**config.mk**
```make
export PLATFORM = sky130hd
export DESIGN_NAME = lfsr_decrypt_rx
export DESIGN_NICKNAME = d
export VERILOG_FILES = /design/src/rtl/lfsr_decrypt_rx.sv
export SDC_FILE = /design/constraint.sdc
export NUM_CORES = 1
export LEC_CHECK = 0
export ABC_AREA = 1
export BUFFER_PORTS_ARGS = -buffer_cell sky130_fd_sc_hd__clkbuf_2
export CAP_MARGIN = 5
export CORE_ASPECT_RATIO = 1.4
export CORE_UTILIZATION = 60
export CTS_BUF_LIST = sky130_fd_sc_hd__clkbuf_4 sky130_fd_sc_hd__clkbuf_8
export DETAILED_ROUTE_END_ITERATION = 6
export PLACE_DENSITY_LB_ADDON = 0.08
export SYNTH_ARGS = -nofsm -noshare
export SYNTH_HDL_FRONTEND = slang
export SYNTH_SLANG_ARGS = --single-unit
```
**constraint.sdc**
```tcl
create_clock -name clk -period 3.63 [get_ports clk]
set_input_delay 0.1815 -clock clk [delete_from_list [all_inputs] [get_ports clk]]
set_output_delay 0.1815 -clock clk [all_outputs]
set_load 0.01 [all_outputs]
```
**src/rtl/lfsr_decrypt_rx.sv**
```systemverilog
// Receive-side LFSR stream decryptor: the keystream advances once per accepted data byte,
// frames are bounded by a byte count, and an in-band seed load resynchronises the receiver.
module lfsr_decrypt_rx #(
  parameter logic [7:0] SEED      = 8'h41,
  parameter int         FRAME_LEN = 16
) (
  input  logic       clk,
  input  logic       rst,
  input  logic       in_valid,
  output logic       in_ready,
  input  logic [7:0] in_data,
  input  logic       in_seed,
  output logic       out_valid,
  input  logic       out_ready,
  output logic [7:0] out_data,
  output logic       out_last,
  output logic       busy,
  output logic [7:0] byte_count,
  output logic       err_zero_seed,
  output logic       err_drop
);

  typedef enum logic {
    RUN,
    WAIT_SEED
  } state_e;

  localparam logic [7:0] LastIdx = 8'(FRAME_LEN - 1);

  state_e     state_q, state_d;
  logic [7:0] lfsr_q, lfsr_d;
  logic [7:0] count_q, count_d;
  logic       out_valid_q, out_valid_d;
  logic [7:0] out_data_q, out_data_d;
  logic       out_last_q, out_last_d;
  logic       err_zero_q, err_zero_d;
  logic       err_drop_q, err_drop_d;

  logic       acc;
  logic [7:0] lfsr_next;

  // Sync waiting never stalls the stream; in RUN the single output slot gates intake.
  assign in_ready  = (state_q == WAIT_SEED) | ~out_valid_q | out_ready;
  assign acc       = in_valid & in_ready;
  assign lfsr_next = {lfsr_q[6:0], lfsr_q[0] ^ lfsr_q[5] ^ lfsr_q[6] ^ lfsr_q[7]};

  always_comb begin
    state_d     = state_q;
    lfsr_d      = lfsr_q;
    count_d     = count_q;
    out_valid_d = out_valid_q;
    out_data_d  = out_data_q;
    out_last_d  = out_last_q;
    err_zero_d  = 1'b0;
    err_drop_d  = 1'b0;

    if (out_valid_q && out_ready) begin
      out_valid_d = 1'b0;
    end

    if (acc && in_seed) begin
      if (in_data != 8'h00) begin
        lfsr_d  = in_data;
        count_d = 8'h00;
        state_d = RUN;
      end else begin
        err_zero_d = 1'b1;
        state_d    = WAIT_SEED;
      end
    end else if (acc) begin
      if (state_q == RUN) begin
        out_data_d  = in_data ^ lfsr_q;
        out_valid_d = 1'b1;
        out_last_d  = (count_q == LastIdx);
        lfsr_d      = lfsr_next;
        if (count_q == LastIdx) begin
          count_d = 8'h00;
          state_d = WAIT_SEED;
        end else begin
          count_d = count_q + 8'h01;
        end
      end else begin
        err_drop_d = 1'b1;
      end
    end
  end

  always_ff @(posedge clk) begin
    if (rst) begin
      state_q     <= RUN;
      lfsr_q      <= SEED;
      count_q     <= 8'h00;
      out_valid_q <= 1'b0;
      out_data_q  <= 8'h00;
      out_last_q  <= 1'b0;
      err_zero_q  <= 1'b0;
      err_drop_q  <= 1'b0;
    end else begin
      state_q     <= state_d;
      lfsr_q      <= lfsr_d;
      count_q     <= count_d;
      out_valid_q <= out_valid_d;
      out_data_q  <= out_data_d;
      out_last_q  <= out_last_d;
      err_zero_q  <= err_zero_d;
      err_drop_q  <= err_drop_d;
    end
  end

  assign out_valid     = out_valid_q;
  assign out_data      = out_data_q;
  assign out_last      = out_last_q;
  assign busy          = (state_q == RUN);
  assign byte_count    = count_q;
  assign err_zero_seed = err_zero_q;
  assign err_drop      = err_drop_q;

endmodule

```
==> qor.csv, run 1 <==
stage;metric;value;unit
run_status;result of the run;finished, final reports clean;
synth;mapped cell area;1660;um^2
global_routing;first-pass GRT wire length;5740;um
setup_path;CP startpoint kind;flip-flop;
synth;Netlist cell types;29;
drt;post-detailed-route count of antenna-violating nets;0;
synth;Synth Area per Inst;6.86;um^2
cells_and_area;Post-Layout Cell Count;312;
drt;vias per inst;4.98;
synth;Synth Register Bits;29;
die;Die Ht;64.2;um
sta;Fmax;619;MHz
sta;Rel. slew slack;0.612;
drt;wire per inst;10.7;um
power;maximum vdd drop;338;uV
setup_path;WP data required;3.88;ns
setup_path;R2R depth;8;
setup_path;Setup Crit Path Kind;flip-flop to flip-flop;
synth;sequential share of the synthesized area;0.350;
synth;Mapped Cells;242;
global_routing;pin count of the biggest net entering global routing;26;
worst_hold_path;Hold/Removal Path Class;primary input to flip-flop;
cells_and_area;layout cells sized above 1;0.264;
placement;placed cells;304;
clock_tree;root buffer cell;clkbuf_4;
drt;drt total wl;3330;um
drt;Vias;1555;
setup_path;RR Startpoint;state_q;
global_routing;initial antenna violation count;0;
clock_tree;CTS tree;yes;
die;die width;46.5;um
clock_tree;TritonCTS Buffers;5;
placement;port bufs;34;
clock_tree;Gates resized, CTS repair;0;
setup_path;CP arrival;1.86;ns
die;Core ar.;2620;um^2
global_routing;total gr overflow;0;
setup_path;CP Capture Type;flip-flop;
sta;fin crit share;0.445;
setup_path;Worst Path Max Fanout;21;
sta;Sum Neg Setup Slack;0;ns
synth;Synth Net Count;256;
global_routing;vias in the first global route;1338;
sta;actual slew at the worst max-slew pin;0.582;ns
global_routing;gr usage total;0.268;
cells_and_area;Syn-to-layout area delta;15.0;%
drt;DR DRC count;0;
die;# IOs;35;
clock_tree;H-Tree Depth;2;
sta;RSZ-0062 raised after global routing;false;
die;Cell Rows;22;
clock_tree;Post-CTS Setup Repair Bufs;0;
synth;Ys Warns;0;
setup_path;reg-to-reg slack, setup;2.01;ns
sta;clock skew;0.00907;ns
flow_run;max-cap violation count;0;
worst_hold_path;worst hold start;in_seed;
placement;post-DP HPWL;2500;um
sta;crit path time final;1.62;ns
sta;fin. max-slew vios;0;
drt;DRC marker count from the first detailed-route iteration;28;
power;Pleak;0.000906;uW
power;power density over the cells;398;nW/um^2
worst_hold_path;hold endpoint;err_drop;
clock_tree;clk sinks;29;
cells_and_area;ANT cells;0;
drt;Pre-antenna DRT Iters;6;
worst_hold_path;Cells on Worst Hold Path;2;
sta;Fin. Hold Viols;0;
clock_tree;worst skew pair latency;0.34;ns
clock_tree;quantity of hold-fixing buffers added after cts;0;
sta;Setup-failing EPs final;0;
die;initial core utilization;0.635;
placement;RePlAce Congestion;0.800;
clock_tree;clk slew on worst S/H paths;0.10;ns
setup_path;worst flop-to-flop path endpoint;byte_count[6];
cells_and_area;Layout Nets;289;
clock_tree;Max clock buf depth;2;
die;Die ar.;2980;um^2
worst max-delay path: stages (launching register included):
cell     delay [ns]
dfxtp_1        0.33
inv_4          0.09
nand3_4        0.10
nand3_2        0.29
nor2_1         0.13
nor2_4         0.36
nand2_1        0.09
nand2_1        0.07
nor2_1         0.04
cells in the mapped netlist:
cell type,instances,area share
inv_1,25,0.057
nand3_2,1,0.0060
xnor2_1,1,0.0053
nand2_4,3,0.020
o211ai_2,1,0.0075
nand4_1,1,0.0038
buf_8,1,0.0090
nor2_8,1,0.012
a21oi_1,15,0.045
nor4_1,1,0.0038
buf_2,2,0.0060
inv_2,3,0.0068
buf_6,1,0.0068
ha_1,1,0.0075
nand2_2,12,0.045
nor2_4,1,0.0068
o21bai_1,1,0.0045
a21oi_2,7,0.037
xor2_1,7,0.037
inv_4,1,0.0038
nor2_1,30,0.068
buf_4,1,0.0045
o21ai_1,6,0.018
nand2_1,63,0.14
dfxtp_1,29,0.35
nand3_1,17,0.051
o21ai_0,6,0.018
clkbuf_1,3,0.0068
nand3_4,1,0.011
power breakdown:
part           switching (uW)  internal [uW]  total (uW)  leakage [uW]
registers                15.6            334         349      0.000237
clock network             117            172         289     0.0000489
logic                    76.4           45.5         122      0.000620
total                     210            551         761      0.000906
area by class of cell:
type,count,area [um^2]
clock buffer,7,58.8
clock inverter,1,30.0
fill,231,706
inverter,29,111
multi-input combinational,176,913
sequential,29,581
tap,36,45.0
timing repair buffer,34,170
logic make-up after synthesis:
kind of cell / Yosys count / share of synthesized area
compound gates: 36 / 0.130
xor+xnor: 8 / 0.0422
fa+ha+maj: 1 / 0.00753
buf+inv: 37 / 0.100
flops: 29 / 0.350
simple gates: 131 / 0.370
cells in the final DEF (no fill, tap or decap), types with 3 or more instances in the layout:
cell type / Yosys / layout
nand2_1: 63 / 63
clkbuf_2: 0 / 34
nor2_1: 30 / 30
dfxtp_1: 29 / 29
inv_1: 25 / 25
nand3_1: 17 / 17
a21oi_1: 15 / 15
nand2_2: 12 / 12
a21oi_2: 7 / 7
xor2_1: 7 / 7
o21ai_1: 6 / 6
o21ai_0: 6 / 6
clkbuf_4: 0 / 6
inv_2: 3 / 3
nand2_4: 3 / 3
worst max-delay path by stage:
stage | start | endpoint | slack (ns) | cells past startpoint
after floorplan | byte_count[0] | byte_count[3] | 2.34 | 8
after global placement | state_q | byte_count[7] | 2.05 | 8
after detailed placement | state_q | byte_count[7] | 2.02 | 8
after CTS | state_q | byte_count[3] | 2.01 | 7
after global routing | state_q | byte_count[7] | 1.86 | 8
final | state_q | byte_count[6] | 2.01 | 8
per-layer routing:
metal,GRT usage,vias up,share of wire
met5,0,-,0
met4,0.140,0,0.026
met3,0.0763,9,0.040
met2,0.424,37,0.48
met1,0.313,679,0.45
li1,-,830,-
registers in the layout (all words and copies together), names as in the netlist:
name	cells
byte_count	8
err_drop	1
err_zero_seed	1
lfsr_q	8
out_data	8
out_last	1
out_valid	1
state_q	1
through the flow:
step	setup slack [ns]	hold WS, ns	total power [uW]	area (um^2)	utilization
after detailed placement	2.02	0.455	479	1820	0.696
after global placement	2.05	0.451	477	1820	0.696
after global routing	1.86	0.109	802	1910	0.730
after CTS	2.01	0.0978	766	1910	0.730
after floorplan	2.34	0.260	450	1660	-
final	2.01	0.108	761	1910	0.730
No activity file was read; power rests on OpenSTA's default activity.
==> run 2: changes to the inputs <==
Settings changed: CORE_UTILIZATION 60 to 56.
Clock period 3.63 ns to 1.6 ns, I/O delays scaled along.
==> run 2 against run 1 <==
Effect of this change:
- worst hold slack got worse by 0.039 ns
- clock skew decreased by 0.0031 ns
- first-iteration DRC count up 3.6%
- design area rose by 2.3%
- largest power group unchanged
- highest routed layer unchanged
==> qor.csv, run 2 (synthesized netlist as in run 1, its figures left out) <==
stage;metric;value;unit
run_status;result of the run;finished, final reports clean;
cells_and_area;most common cell after layout, fill and taps aside;nand2_1;
clock_tree;TritonCTS Buffers;5;
clock_tree;H-Tree Depth;2;
cells_and_area;fin util;0.686;
drt;Vias;1611;
placement;post-DP HPWL;2720;um
sta;actual slew at the worst max-slew pin;0.492;ns
power;Psw;491;uW
drt;vias per inst;5.08;
placement;port bufs;34;
die;die width;48.0;um
clock_tree;clk slew on worst S/H paths;0.06;ns
drt;drt total wl;3680;um
cells_and_area;Syn-to-layout area delta;17.6;%
global_routing;pin count of the biggest net entering global routing;21;
flow_run;max-cap violation count;0;
drt;DRC marker count from the first detailed-route iteration;29;
cells_and_area;design area;1950;um^2
setup_path;CP arrival;1.69;ns
global_routing;vias in the first global route;1449;
clock_tree;CTS tree;yes;
sta;Fin. Hold Viols;0;
placement;worst slack at placement;0.152;ns
die;Cell Rows;23;
drt;max layer used;met4;
sta;crit path time final;1.49;ns
setup_path;Setup Crit Path Kind;flip-flop to flip-flop;
global_routing;initial antenna violation count;0;
global_routing;gr usage total;0.257;
setup_path;R2R depth;8;
sta;clock skew;0.00599;ns
clock_tree;worst skew pair latency;0.29;ns
drt;DR DRC count;0;
power;Sw Share;0.281;
worst_hold_path;Hold/Removal Path Class;primary input to flip-flop;
setup_path;reg-to-reg slack, setup;0.11;ns
die;Die Ht;66.4;um
power;maximum vdd drop;692;uV
sta;Fmax;673;MHz
power;clock network power share;0.381;
die;Core ar.;2850;um^2
sta;RSZ-0062 raised after global routing;false;
clock_tree;Max clock buf depth;2;
setup_path;worst flop-to-flop path endpoint;out_data[7];
power;Gate power share;0.165;
sta;Rel. slew slack;0.671;
drt;routed wl met3;128;um
setup_path;Worst Path Max Fanout;8;
sta;fin crit share;0.928;
clock_tree;quantity of hold-fixing buffers added after cts;0;
clock_tree;Gates resized, CTS repair;0;
setup_path;RR Startpoint;state_q;
cells_and_area;layout cells sized above 1;0.275;
cells_and_area;Layout Nets;293;
sta;Sum Neg Setup Slack;0;ns
die;initial core utilization;0.583;
clock_tree;Post-CTS Setup Repair Bufs;0;
clock_tree;clk sinks;29;
setup_path;WP data required;1.80;ns
setup_path;CP startpoint kind;flip-flop;
drt;wire per inst;11.6;um
sta;Setup-failing EPs final;0;
drt;Pre-antenna DRT Iters;4;
cells_and_area;ANT cells;0;
power;Pleak;0.000930;uW
setup_path;CP Capture Type;flip-flop;
sta;Fin Hold WS;0.0690;ns
placement;RePlAce Congestion;0.863;
setup_path;crit path launch;state_q;
drt;met2 routed WL;1980;um
cells_and_area;most frequent cells in the layout;nand2_1 (63), clkbuf_2 (34), nor2_1 (30), dfxtp_1 (29), inv_1 (25);
power;power density over the cells;894;nW/um^2
global_routing;first-pass GRT wire length;5770;um
sta;PnR worst setup slack;0.115;ns
die;# IOs;35;
drt;post-detailed-route count of antenna-violating nets;0;
setup_path;Worst Setup EP;out_data[7];
power;cell internal pwr;1260;uW
placement;Cell Area, Placed;1850;um^2
global_routing;total gr overflow;0;
die;Die ar.;3190;um^2
clock_tree;root buffer cell;clkbuf_8;
sta;fin. max-slew vios;0;
drt;met1 WL;1490;um
power;sequential power share;0.454;
run 2: worst min path at each step:
stage | slack [ns] | start | cells after the start | end
finish | 0.07 | in_seed | 2 | err_drop
floorplan | 0.16 | in_seed | 1 | err_drop
detailed placement | 0.37 | in_seed | 2 | err_drop
global placement | 0.37 | in_seed | 2 | err_drop
CTS | 0.07 | in_seed | 2 | err_drop
global route | 0.09 | in_seed | 2 | err_drop
run 2: routing by layer:
| metal | up-vias | global-route usage |
|---|---|---|
| li1 | 835 | - |
| met1 | 737 | 0.241 |
| met2 | 32 | 0.470 |
| met3 | 7 | 0.0792 |
| met4 | 0 | 0.122 |
| met5 | - | 0 |
run 2: power by group through the flow:
stage	Clock, uW	Sequential [uW]	Combinational, uW
after floorplan	0	812	209
after global placement	0	807	286
after detailed placement	0	809	289
after CTS	672	793	291
after global routing	698	798	325
final	664	793	289
run 2: layout make-up:
cell class	count	area, um^2
timing repair buffer	38	200
inverter	29	111
sequential	29	581
multi-input combinational	176	913
fill	274	896
clock inverter	1	5.00
clock buffer	7	96.3
tap	37	46.3
run 2: worst max-delay path: stages, from the launching register on:
cell and delay, ns:
dfxtp_1 0.35, inv_4 0.07, nand3_4 0.09, nand2_4 0.09, inv_1 0.06, nand3_1 0.27, inv_2 0.24, nand2_1 0.08
a21oi_1 0.16
run 2: per-stage QoR:
| step | cells | total power, uW |
|---|---|---|
| 2_1_floorplan | 242 | 1020 |
| 5_1_grt | 317 | 1820 |
| 6_report | 317 | 1750 |
| 3_5_place_dp | 309 | 1100 |
| 4_1_cts | 317 | 1760 |
| 3_3_place_gp | 309 | 1090 |
